File: src/rtl/vga_timing_gen_if.sv
// Bundle of timing-generator signals. The generator sits on the slave side:
// it receives the enable and drives counters, syncs, blank and pulses.
interface vga_timing_gen_if #(
    parameter int CW = 11
);
    logic          en;
    logic [CW-1:0] hcounter;
    logic [CW-1:0] vcounter;
    logic          hsync;
    logic          vsync;
    logic          blank;
    logic          pix_tick;
    logic          line_start;
    logic          frame_start;

    modport master (
        output en,
        input  hcounter, vcounter, hsync, vsync, blank,
        input  pix_tick, line_start, frame_start
    );

    modport slave (
        input  en,
        output hcounter, vcounter, hsync, vsync, blank,
        output pix_tick, line_start, frame_start
    );
endinterface

File: src/rtl/vga_timing_gen.sv
// VGA raster timing generator. A prescaler turns clk into pixel ticks; on each
// tick the column/line counters advance and every registered output is loaded
// from the *next* counter values so nothing lags the counters. Reset parks the
// counters on the last pixel of the frame so the first tick lands on (0,0).
module vga_timing_gen #(
    parameter int CLK_DIV  = 4,
    parameter int H_ACTIVE = 640,
    parameter int H_FP     = 16,
    parameter int H_SYNC   = 96,
    parameter int H_BP     = 48,
    parameter int V_ACTIVE = 480,
    parameter int V_FP     = 10,
    parameter int V_SYNC   = 2,
    parameter int V_BP     = 33,
    parameter bit H_POL    = 1'b0,
    parameter bit V_POL    = 1'b0,
    parameter int CW       = 11
) (
    input  logic                  clk,
    input  logic                  rst,
    vga_timing_gen_if.slave       vga
);
    localparam int H_TOTAL = H_ACTIVE + H_FP + H_SYNC + H_BP;
    localparam int V_TOTAL = V_ACTIVE + V_FP + V_SYNC + V_BP;
    localparam int PW      = (CLK_DIV > 1) ? $clog2(CLK_DIV) : 1;

    logic [PW-1:0] r_presc;
    logic [CW-1:0] r_hcnt;
    logic [CW-1:0] r_vcnt;
    logic          r_hsync;
    logic          r_vsync;
    logic          r_blank;
    logic          r_pix_tick;
    logic          r_line_start;
    logic          r_frame_start;

    logic          w_tick;
    logic          w_h_wrap;
    logic [CW-1:0] w_h_next;
    logic [CW-1:0] w_v_next;
    logic          w_hs_act;
    logic          w_vs_act;
    logic          w_visible;

    // Next counter values and the output levels they imply.
    always_comb begin
        w_tick   = vga.en && (r_presc == PW'(CLK_DIV - 1));
        w_h_wrap = (r_hcnt == CW'(H_TOTAL - 1));
        w_h_next = w_h_wrap ? '0 : r_hcnt + CW'(1);
        w_v_next = r_vcnt;
        if (w_h_wrap) begin
            w_v_next = (r_vcnt == CW'(V_TOTAL - 1)) ? '0 : r_vcnt + CW'(1);
        end
        w_hs_act  = (w_h_next >= CW'(H_ACTIVE + H_FP)) &&
                    (w_h_next <  CW'(H_ACTIVE + H_FP + H_SYNC));
        w_vs_act  = (w_v_next >= CW'(V_ACTIVE + V_FP)) &&
                    (w_v_next <  CW'(V_ACTIVE + V_FP + V_SYNC));
        w_visible = (w_h_next < CW'(H_ACTIVE)) && (w_v_next < CW'(V_ACTIVE));
    end

    // Prescaler: counts enabled clocks, wraps on the tick.
    always_ff @(posedge clk) begin
        if (rst) begin
            r_presc <= '0;
        end else if (vga.en) begin
            r_presc <= w_tick ? '0 : r_presc + PW'(1);
        end
    end

    // Column/line counters advance only on a tick.
    always_ff @(posedge clk) begin
        if (rst) begin
            r_hcnt <= CW'(H_TOTAL - 1);
            r_vcnt <= CW'(V_TOTAL - 1);
        end else if (w_tick) begin
            r_hcnt <= w_h_next;
            r_vcnt <= w_v_next;
        end
    end

    // Syncs and blank load with the counters; pulses mark the tick edge.
    always_ff @(posedge clk) begin
        if (rst) begin
            r_hsync       <= ~H_POL;
            r_vsync       <= ~V_POL;
            r_blank       <= 1'b1;
            r_pix_tick    <= 1'b0;
            r_line_start  <= 1'b0;
            r_frame_start <= 1'b0;
        end else begin
            r_pix_tick    <= w_tick;
            r_line_start  <= w_tick && (w_h_next == '0);
            r_frame_start <= w_tick && (w_h_next == '0) && (w_v_next == '0);
            if (w_tick) begin
                r_hsync <= w_hs_act ? H_POL : ~H_POL;
                r_vsync <= w_vs_act ? V_POL : ~V_POL;
                r_blank <= ~w_visible;
            end
        end
    end

    assign vga.hcounter    = r_hcnt;
    assign vga.vcounter    = r_vcnt;
    assign vga.hsync       = r_hsync;
    assign vga.vsync       = r_vsync;
    assign vga.blank       = r_blank;
    assign vga.pix_tick    = r_pix_tick;
    assign vga.line_start  = r_line_start;
    assign vga.frame_start = r_frame_start;
endmodule

File: src/flat_wrapper.sv
// flat-port wrapper written by rule: the top's interface ports become plain ports
module vga_timing_gen_flat 
#(
    parameter int CLK_DIV  = 4,
    parameter int H_ACTIVE = 640,
    parameter int H_FP     = 16,
    parameter int H_SYNC   = 96,
    parameter int H_BP     = 48,
    parameter int V_ACTIVE = 480,
    parameter int V_FP     = 10,
    parameter int V_SYNC   = 2,
    parameter int V_BP     = 33,
    parameter bit H_POL    = 1'b0,
    parameter bit V_POL    = 1'b0,
    parameter int CW       = 11
)
  (clk, rst, vga_en, vga_hcounter, vga_vcounter, vga_hsync, vga_vsync, vga_blank, vga_pix_tick, vga_line_start, vga_frame_start);
  vga_timing_gen_if #(.CW(CW)) vga_i ();
  input  logic clk;
  input  logic rst;
  input wire logic [$bits(vga_i.en)-1:0] vga_en;
  output wire logic [$bits(vga_i.hcounter)-1:0] vga_hcounter;
  output wire logic [$bits(vga_i.vcounter)-1:0] vga_vcounter;
  output wire logic [$bits(vga_i.hsync)-1:0] vga_hsync;
  output wire logic [$bits(vga_i.vsync)-1:0] vga_vsync;
  output wire logic [$bits(vga_i.blank)-1:0] vga_blank;
  output wire logic [$bits(vga_i.pix_tick)-1:0] vga_pix_tick;
  output wire logic [$bits(vga_i.line_start)-1:0] vga_line_start;
  output wire logic [$bits(vga_i.frame_start)-1:0] vga_frame_start;
  assign vga_i.en = vga_en;
  assign vga_hcounter = vga_i.hcounter;
  assign vga_vcounter = vga_i.vcounter;
  assign vga_hsync = vga_i.hsync;
  assign vga_vsync = vga_i.vsync;
  assign vga_blank = vga_i.blank;
  assign vga_pix_tick = vga_i.pix_tick;
  assign vga_line_start = vga_i.line_start;
  assign vga_frame_start = vga_i.frame_start;
  vga_timing_gen #(.CLK_DIV(CLK_DIV), .H_ACTIVE(H_ACTIVE), .H_FP(H_FP), .H_SYNC(H_SYNC), .H_BP(H_BP), .V_ACTIVE(V_ACTIVE), .V_FP(V_FP), .V_SYNC(V_SYNC), .V_BP(V_BP), .H_POL(H_POL), .V_POL(V_POL), .CW(CW)) u_core (.clk(clk), .rst(rst), .vga(vga_i));
endmodule
File: config.mk
export PLATFORM = sky130hd
export DESIGN_NAME = vga_timing_gen_flat
export DESIGN_NICKNAME = d
export VERILOG_FILES = /design/src/rtl/vga_timing_gen_if.sv /design/src/rtl/vga_timing_gen.sv /design/src/flat_wrapper.sv
export SDC_FILE = /design/constraint.sdc
export NUM_CORES = 1
export LEC_CHECK = 0
export BUFFER_PORTS_ARGS = -buffer_cell sky130_fd_sc_hd__buf_4
export CAP_MARGIN = 15
export CELL_PAD_IN_SITES_DETAIL_PLACEMENT = 1
export CELL_PAD_IN_SITES_GLOBAL_PLACEMENT = 2
export CORE_UTILIZATION = 23
export CTS_CLUSTER_DIAMETER = 100
export DETAILED_ROUTE_END_ITERATION = 7
export HOLD_SLACK_MARGIN = 0.03
export PLACE_DENSITY = 0.68
export SYNTH_ARGS = -nofsm -noshare
export SYNTH_HDL_FRONTEND = slang
export SYNTH_SLANG_ARGS = --single-unit
File: constraint.sdc
create_clock -name clk -period 2.15 [get_ports clk]
set_clock_uncertainty 0.15 [all_clocks]
set_input_delay 0.1075 -clock clk [delete_from_list [all_inputs] [get_ports clk]]
set_output_delay 0.1075 -clock clk [all_outputs]
set_load 0.02 [all_outputs]
==> results of run 1 <==
[per-layer routing]
layer	vias to the layer above	track usage, %	routed length, um
met5	-	0	0
met4	0	4.71	117
met3	9	2.46	182
met2	34	27.0	3540
met1	1087	20.2	3390
li1	1102	-	-
[worst min-delay path by stage]
stage,depth (start not counted),slack [ns],endpoint
3_3_place_gp,3,0.24,u_core.r_presc[1]
2_1_floorplan,2,0.11,u_core.r_presc[1]
4_1_cts,3,0.18,u_core.vga.hcounter[6]
6_report,3,0.17,u_core.vga.hcounter[6]
5_1_grt,3,0.19,u_core.vga.vcounter[7]
3_5_place_dp,3,0.25,u_core.r_presc[1]
[synth_stat cells (5+ instances only)]
master and number:
a211o_1 5, a211oi_1 6, a21oi_1 13, buf_2 10, clkbuf_1 7, dfxtp_1 30
ha_1 5, inv_1 6, nand2_1 28, nand3_1 11, nor2_1 30, nor3_1 11
nor4_1 5, o21ai_0 8, xnor2_1 7, xor2_1 7
[repair_timing]
item,4_1_cts,5_1_grt
hold endpoints to repair,1,0
hold buffers,1,0
pin swaps,0,9
setup endpoints to repair,2,6
setup buffers,0,3
cloned,0,0
gates resized for setup,3,22
[final cells by class]
class | instances | area share (%)
Timing Repair Buffer | 88 | 22.5
Clock buffer | 6 | 2.77
Sequential cell | 30 | 20.7
Multi-Input combinational cell | 203 | 48.7
Tap cell | 108 | 4.54
Inverter | 6 | 0.757
[metrics by stage]
stage | setup TNS (ns) | hold WS (ns) | instances
2_1_floorplan | -0.0360 | 0.109 | 261
3_5_place_dp | -0.0501 | 0.249 | 431
4_1_cts | 0 | 0.179 | 438
3_3_place_gp | 0 | 0.238 | 431
5_1_grt | -0.0219 | 0.194 | 441
6_report | 0 | 0.171 | 441
[registers in the layout, summed over array words and instances (netlist names)]
register and cells:
u_core.vga.hcounter 11, u_core.vga.vcounter 11, u_core.r_presc 2, u_core.vga.blank 1, u_core.vga.frame_start 1, u_core.vga.hsync 1, u_core.vga.line_start 1, u_core.vga.pix_tick 1
u_core.vga.vsync 1
[logic make-up after synthesis]
logic type / Yosys count
adder cells (fa/ha/maj): 5
AND/OR/NAND/NOR: 124
multiplexers: 3
buffers and inverters: 28
AO/OA/AOI/OAI: 57
XOR/XNOR: 14
flip-flops: 30
[worst min-delay path, stage by stage]
cell and delay, ns:
buf_4 0.11, buf_4 0.23, nor2_1 0.12
[power by group through the flow]
stage	Combinational, mW	Clock [mW]	Sequential, mW
floorplan	0.102	0	0.585
global placement	0.168	0	0.580
detailed placement	0.170	0	0.581
CTS	0.175	0.495	0.568
global route	0.207	0.514	0.567
finish	0.191	0.483	0.566
[cell usage in the layout (no fill, tap or decap), types with 2 or more instances in the layout]
cell / count
a211o_1: 5
a211oi_1: 6
a21oi_1: 13
a221o_1: 2
a31oi_1: 4
and3_1: 3
and4_1: 2
buf_4: 85
buf_6: 2
clkbuf_8: 6
dfxtp_1: 21
dfxtp_2: 7
dfxtp_4: 2
ha_1: 4
inv_1: 6
mux2i_1: 3
nand2_1: 28
nand3_1: 10
nand3b_1: 2
nand4_1: 3
nor2_1: 30
nor3_1: 9
nor3_2: 2
nor3_4: 3
nor4_1: 3
nor4_4: 2
o2111a_1: 3
o21ai_0: 8
o21bai_1: 2
o22ai_1: 2
o31ai_1: 2
or2_2: 2
xnor2_1: 7
xor2_1: 6
==> flow_summary.json, run 1 <==
{
  "cts_tree": "built",
  "worst_path_max_delay_cell": "dfxtp_2",
  "clockPowerShare_pct": 39.0,
  "async_flop_share_pct": 0,
  "power.switching_mw": 0.343,
  "drt_wl_total_um": 7230,
  "port_buffers": 30,
  "relSlewSlack_pct": 71.9,
  "worst_hold_startpoint": "rst",
  "final_area_sq_um": 2980,
  "syn_area_sq_um": 2070,
  "start_util_pct": 23.8,
  "die_w_um": 96.9,
  "reg2regPathDepth": 8,
  "grt_use_total_pct": 15.7,
  "setup_violations": 0,
  "total_power_mw": 1.24,
  "yosys.area.top_type": "dfxtp_1",
  "hold_violations": 0,
  "p_leak_nw": 1.23,
  "drv_cap": 0,
  "path_depth": 8,
  "worst-path-buf-inv": 1,
  "worstSetupEndpointType": "register",
  "rrSetupSlack_ns": 0.08,
  "seq_area_frac_synth_pct": 29.0,
  "hpwlAfterDp_um": 5450,
  "synth_top_family_by_area": "simple AND/OR/NAND/NOR gates",
  "startpoint": "u_core.vga.hcounter[0]",
  "dieArea_sq_um": 9390,
  "p_sw_share_pct": 27.7,
  "fin_util_pct": 34.1,
  "htreeDepth": 2,
  "rows": 34,
  "rr_startpoint": "u_core.vga.hcounter[0]",
  "power_frac_comb_pct": 15.4,
  "slew_viol_final": 0,
  "diodes": 0,
  "min_period_ns": 2.07,
  "root_buffer": "clkbuf_8",
  "n_fill_cell": 1066,
  "syn_inst": 261,
  "yosys.area_share.xor_xnor_pct": 5.92,
  "outcome": "completed",
  "syn_area_per_cell_sq_um": 7.94,
  "core-area_sq_um": 8720,
  "p_seq_share_pct": 45.6,
  "wl_per_cell_um": 16.4,
  "period_share_pct": 96.4,
  "drive_gt1_share_pct": 38.7,
  "hold_path.class": "in2reg",
  "first_global_vias": 2250,
  "p_per_area_nw_per_um2": 417,
  "dr_total_vias": 2232,
  "synthMuxAreaShare_pct": 1.45,
  "ir_worst_vdd_uv": 184,
  "synth_ff_type": "dfxtp_1",
  "fin_ws_ns": 0.0780,
  "cts_sinks": 30,
  "place_area_sq_um": 2760,
  "ys_types": 64,
  "drtIter0Drc": 44,
  "path_max_fanout": 4,
  "antenna_found_initial": 0,
  "grt_overflow": 0,
  "ioPinCount": 31,
  "worst_slew_pin_slew_ns": 0.421,
  "numCtsBuffers": 5,
  "multiInputGateArea_sq_um": 1450,
  "dp_slack_ns": -0.0453,
  "clock.fmax_mhz": 483,
  "synth_adder_area_share_pct": 3.02,
  "grt_max_degree": 29,
  "synth_nets": 269,
  "yosysTopAreaCellShare_pct": 29.0,
  "cp_data_arrival_time_ns": 2.16,
  "die_h_um": 96.9,
  "path_cells": "ha_4 -> nand4_2 -> buf_4 -> nor2_1 -> o32a_1 -> a2111oi_0 -> and3_1 -> o2111a_1",
  "max_stage_delay_ns": 0.34,
  "grt_pass1_wl_um": 11800,
  "cp.required_ns": 2.24,
  "synth_warnings": 0,
  "p_int_mw": 0.897,
  "synth-seq-cells": 30,
  "synth_edf_count": 0,
  "yosys.area_share.simple_pct": 34.5,
  "synth_area_leaders": "dfxtp_1 (29%), nor2_1 (5.4%), nand2_1 (5.1%)",
  "r2r_end": "u_core.vga.frame_start",
  "endpoint": "u_core.vga.frame_start",
  "area_delta_synth_final_pct": 43.7,
  "clock_path_buffers": 2,
  "critPathLaunchType": "register",
  "nets": 342,
  "via_per_inst": 5.06,
  "register_area_sq_um": 617,
  "cp_top_family": "compound AO/OA/AOI/OAI gates",
  "drc": 0,
  "path_class": "reg2reg",
  "synth_compound_area_share_pct": 19.6,
  "insertion_delay_ns": 0.29,
  "cts.clk_slew.worst_paths_ns": 0.07,
  "drt_pre_antenna_iters": 4,
  "drtAntennaViolNets": 0,
  "gp_congestion": 0.821
}
Power figures use the tool's default switching activity.
==> run 2, diff against run 1 <==
- ABC_AREA: not set -> 1
- PLACE_DENSITY: 0.68 -> 0.72
==> flow_summary.json, run 2 <==
{
  "antenna_found_initial": 0,
  "final_common_cell": "nand2_1",
  "die_h_um": 91.0,
  "hold_path_depth": 2,
  "insertion_delay_ns": 0.28,
  "hold_path.class": "reg2reg",
  "nets": 333,
  "first_global_vias": 2022,
  "grt_overflow": 0,
  "cp_common_cell": "nor2_4",
  "dr_total_vias": 1988,
  "async_flop_share_pct": 0,
  "syn_area_per_cell_sq_um": 6.68,
  "drive_gt1_share_pct": 28.5,
  "synthTopCellsByCount": "nand2_1 (63), inv_1 (33), nor2_1 (32), dfxtp_1 (30), nand3_1 (23)",
  "drv_cap": 0,
  "rrSetupSlack_ns": 0.11,
  "cp_top_family": "simple AND/OR/NAND/NOR gates",
  "synth_area_leaders": "dfxtp_1 (33%), nand2_1 (13%), inv_1 (6.8%)",
  "syn_inst": 273,
  "htreeDepth": 2,
  "n_fill_cell": 986,
  "hold_violations": 0,
  "setup_violations": 0,
  "drtIter0Drc": 38,
  "synth_warnings": 0,
  "seq_area_frac_synth_pct": 32.9,
  "fin_util_pct": 32.7,
  "via_per_inst": 4.64,
  "r2r_end": "u_core.vga.frame_start",
  "rows": 32,
  "yosysMostFrequentCell": "nand2_1",
  "p_leak_nw": 1.15,
  "grt_use_total_pct": 15.4,
  "area_delta_synth_final_pct": 38.1,
  "syn_area_sq_um": 1820,
  "diodes": 0,
  "ioPinCount": 31,
  "path_class": "reg2reg",
  "dieArea_sq_um": 8290,
  "worst_slew_pin_slew_ns": 0.641,
  "gp_congestion": 0.783,
  "yosys.area.top_type": "dfxtp_1",
  "setup-tns-final_ns": 0,
  "hpwlAfterDp_um": 4700,
  "grt_max_degree": 17,
  "path_cells": "ha_2 -> nand2_4 -> nor2_4 -> inv_4 -> nor2_4 -> buf_6 -> nor2_2 -> nand2_2 -> nand2_1 -> nor3_2 -> nand3_1 -> nor2_1",
  "cp_data_arrival_time_ns": 2.11,
  "core-area_sq_um": 7690,
  "relSlewSlack_pct": 57.2,
  "min_period_ns": 2.04,
  "cts_tree": "built",
  "critPathLaunchType": "register",
  "p_per_area_nw_per_um2": 531,
  "cts.clk_slew.worst_paths_ns": 0.07,
  "drt_pre_antenna_iters": 4,
  "cts_sinks": 30,
  "worst_path_max_delay_cell": "dfxtp_2",
  "startpoint": "u_core.vga.hcounter[0]",
  "die_w_um": 91.0,
  "final_cell_mix": "nand2_1 (61), buf_4 (47), inv_1 (32)",
  "cp.required_ns": 2.22,
  "outcome": "completed",
  "ir_worst_vdd_uv": 240,
  "root_buffer": "clkbuf_8",
  "synth_edf_count": 0,
  "numCtsBuffers": 5,
  "rr_startpoint": "u_core.vga.hcounter[0]",
  "slew_viol_final": 0,
  "drtAntennaViolNets": 0,
  "synth-seq-cells": 30,
  "wl_per_cell_um": 14.6,
  "yosysTopAreaCellShare_pct": 32.9,
  "worstSetupEndpointType": "register",
  "max_stage_delay_ns": 0.34,
  "port_buffers": 30,
  "worst_hold_startpoint": "u_core.vga.hsync",
  "drt_wl_total_um": 6250,
  "synth_nets": 281,
  "path_max_fanout": 8,
  "ys_types": 29,
  "start_util_pct": 23.7,
  "worst-path-buf-inv": 2,
  "grt_pass1_wl_um": 10000,
  "whs_ns": 0.333,
  "clock_path_buffers": 2,
  "synth_ff_type": "dfxtp_1",
  "reg2regPathDepth": 12,
  "hold_path_end": "u_core.vga.hsync",
  "period_share_pct": 94.8,
  "drc": 0,
  "clock.fmax_mhz": 490
}
run 2: cell types whose count changed in the layout (fill, tap and decap cells not counted), sizes merged, moves of 6 or more:
| cell | previous run | this run |
|---|---|---|
| buf | 87 | 48 |
| xor2 | 7 | 1 |
| o21ai | 8 | 17 |
| nand3 | 12 | 24 |
| a211oi | 7 | 0 |
| nor2 | 31 | 41 |
| nand2 | 28 | 67 |
| nor4 | 6 | 0 |
| o22ai | 2 | 12 |
| inv | 6 | 34 |
| nor3 | 14 | 2 |
| nand4 | 5 | 14 |
run 2: kinds of logic after synthesis:
group / Yosys count / synth area share (%)
compound gates: 44 / 13.9
xor+xnor: 3 / 1.44
fa+ha+maj: 5 / 3.43
buf+inv: 40 / 8.58
flops: 30 / 32.9
mux: 1 / 0.549
simple gates: 150 / 39.1
run 2: per-stage QoR:
step / area, sq um / setup slack (ns) / cells / total power, mW
after floorplan: 1820 / 0.132 / 273 / 0.749
after global placement: 2250 / 0.0227 / 413 / 0.829
after detailed placement: 2250 / -0.0386 / 413 / 0.830
after CTS: 2400 / 0.0189 / 426 / 1.33
after global routing: 2520 / -0.0263 / 428 / 1.41
final: 2520 / 0.111 / 428 / 1.34
run 2: power by group:
group          switching [mW]  internal [mW]  leakage, nW  total (mW)
logic                   0.175          0.111        0.861       0.286
clock network           0.220          0.258       0.0482       0.478
registers             0.00803          0.566        0.241       0.574
total                   0.402          0.935         1.15        1.34
run 2: layout make-up:
cell class | instances | area (sq um) | share of cell area, %
clock buffer | 7 | 86.3 | 3.43
clock inverter | 1 | 5.00 | 0.199
inverter | 34 | 130 | 5.17
multi-input combinational | 203 | 1170 | 46.4
sequential | 30 | 607 | 24.1
tap | 102 | 128 | 5.07
timing repair buffer | 51 | 394 | 15.7
run 2: how the worst max path moves through the flow:
stage,endpoint,cells after the start,slack [ns]
3_3_place_gp,u_core.vga.vsync,13,0.02
6_report,u_core.vga.frame_start,12,0.11
3_5_place_dp,u_core.vga.vsync,13,-0.04
5_1_grt,u_core.vga.vsync,12,-0.03
2_1_floorplan,u_core.vga.blank,12,0.13
4_1_cts,u_core.vga.blank,12,0.02
run 2: worst register-to-register path, delay by kind of cell, from the launching register on:
kind / cells / cell delay, ns
buf+inv: 2 / 0.22
flops: 1 / 0.34
fa+ha+maj: 1 / 0.22
simple gates: 9 / 1.06
run 2: what timing repair did:
item / in CTS / in global routing
hold buffers: 3 / 0
setup endpoints to repair: 3 / 4
hold endpoints to repair: 6 / 0
buffers inserted: 2 / 2
pin swaps: 0 / 9
gates resized for setup: 2 / 35
run 2: routing by layer:
metal / up-vias / global-route usage (%) / routed length [um]
met3: 6 / 2.51 / 160
met4: 0 / 3.97 / 58
met5: - / 0 / 0
met1: 938 / 19.2 / 2910
met2: 27 / 27.1 / 3120
li1: 1017 / - / -
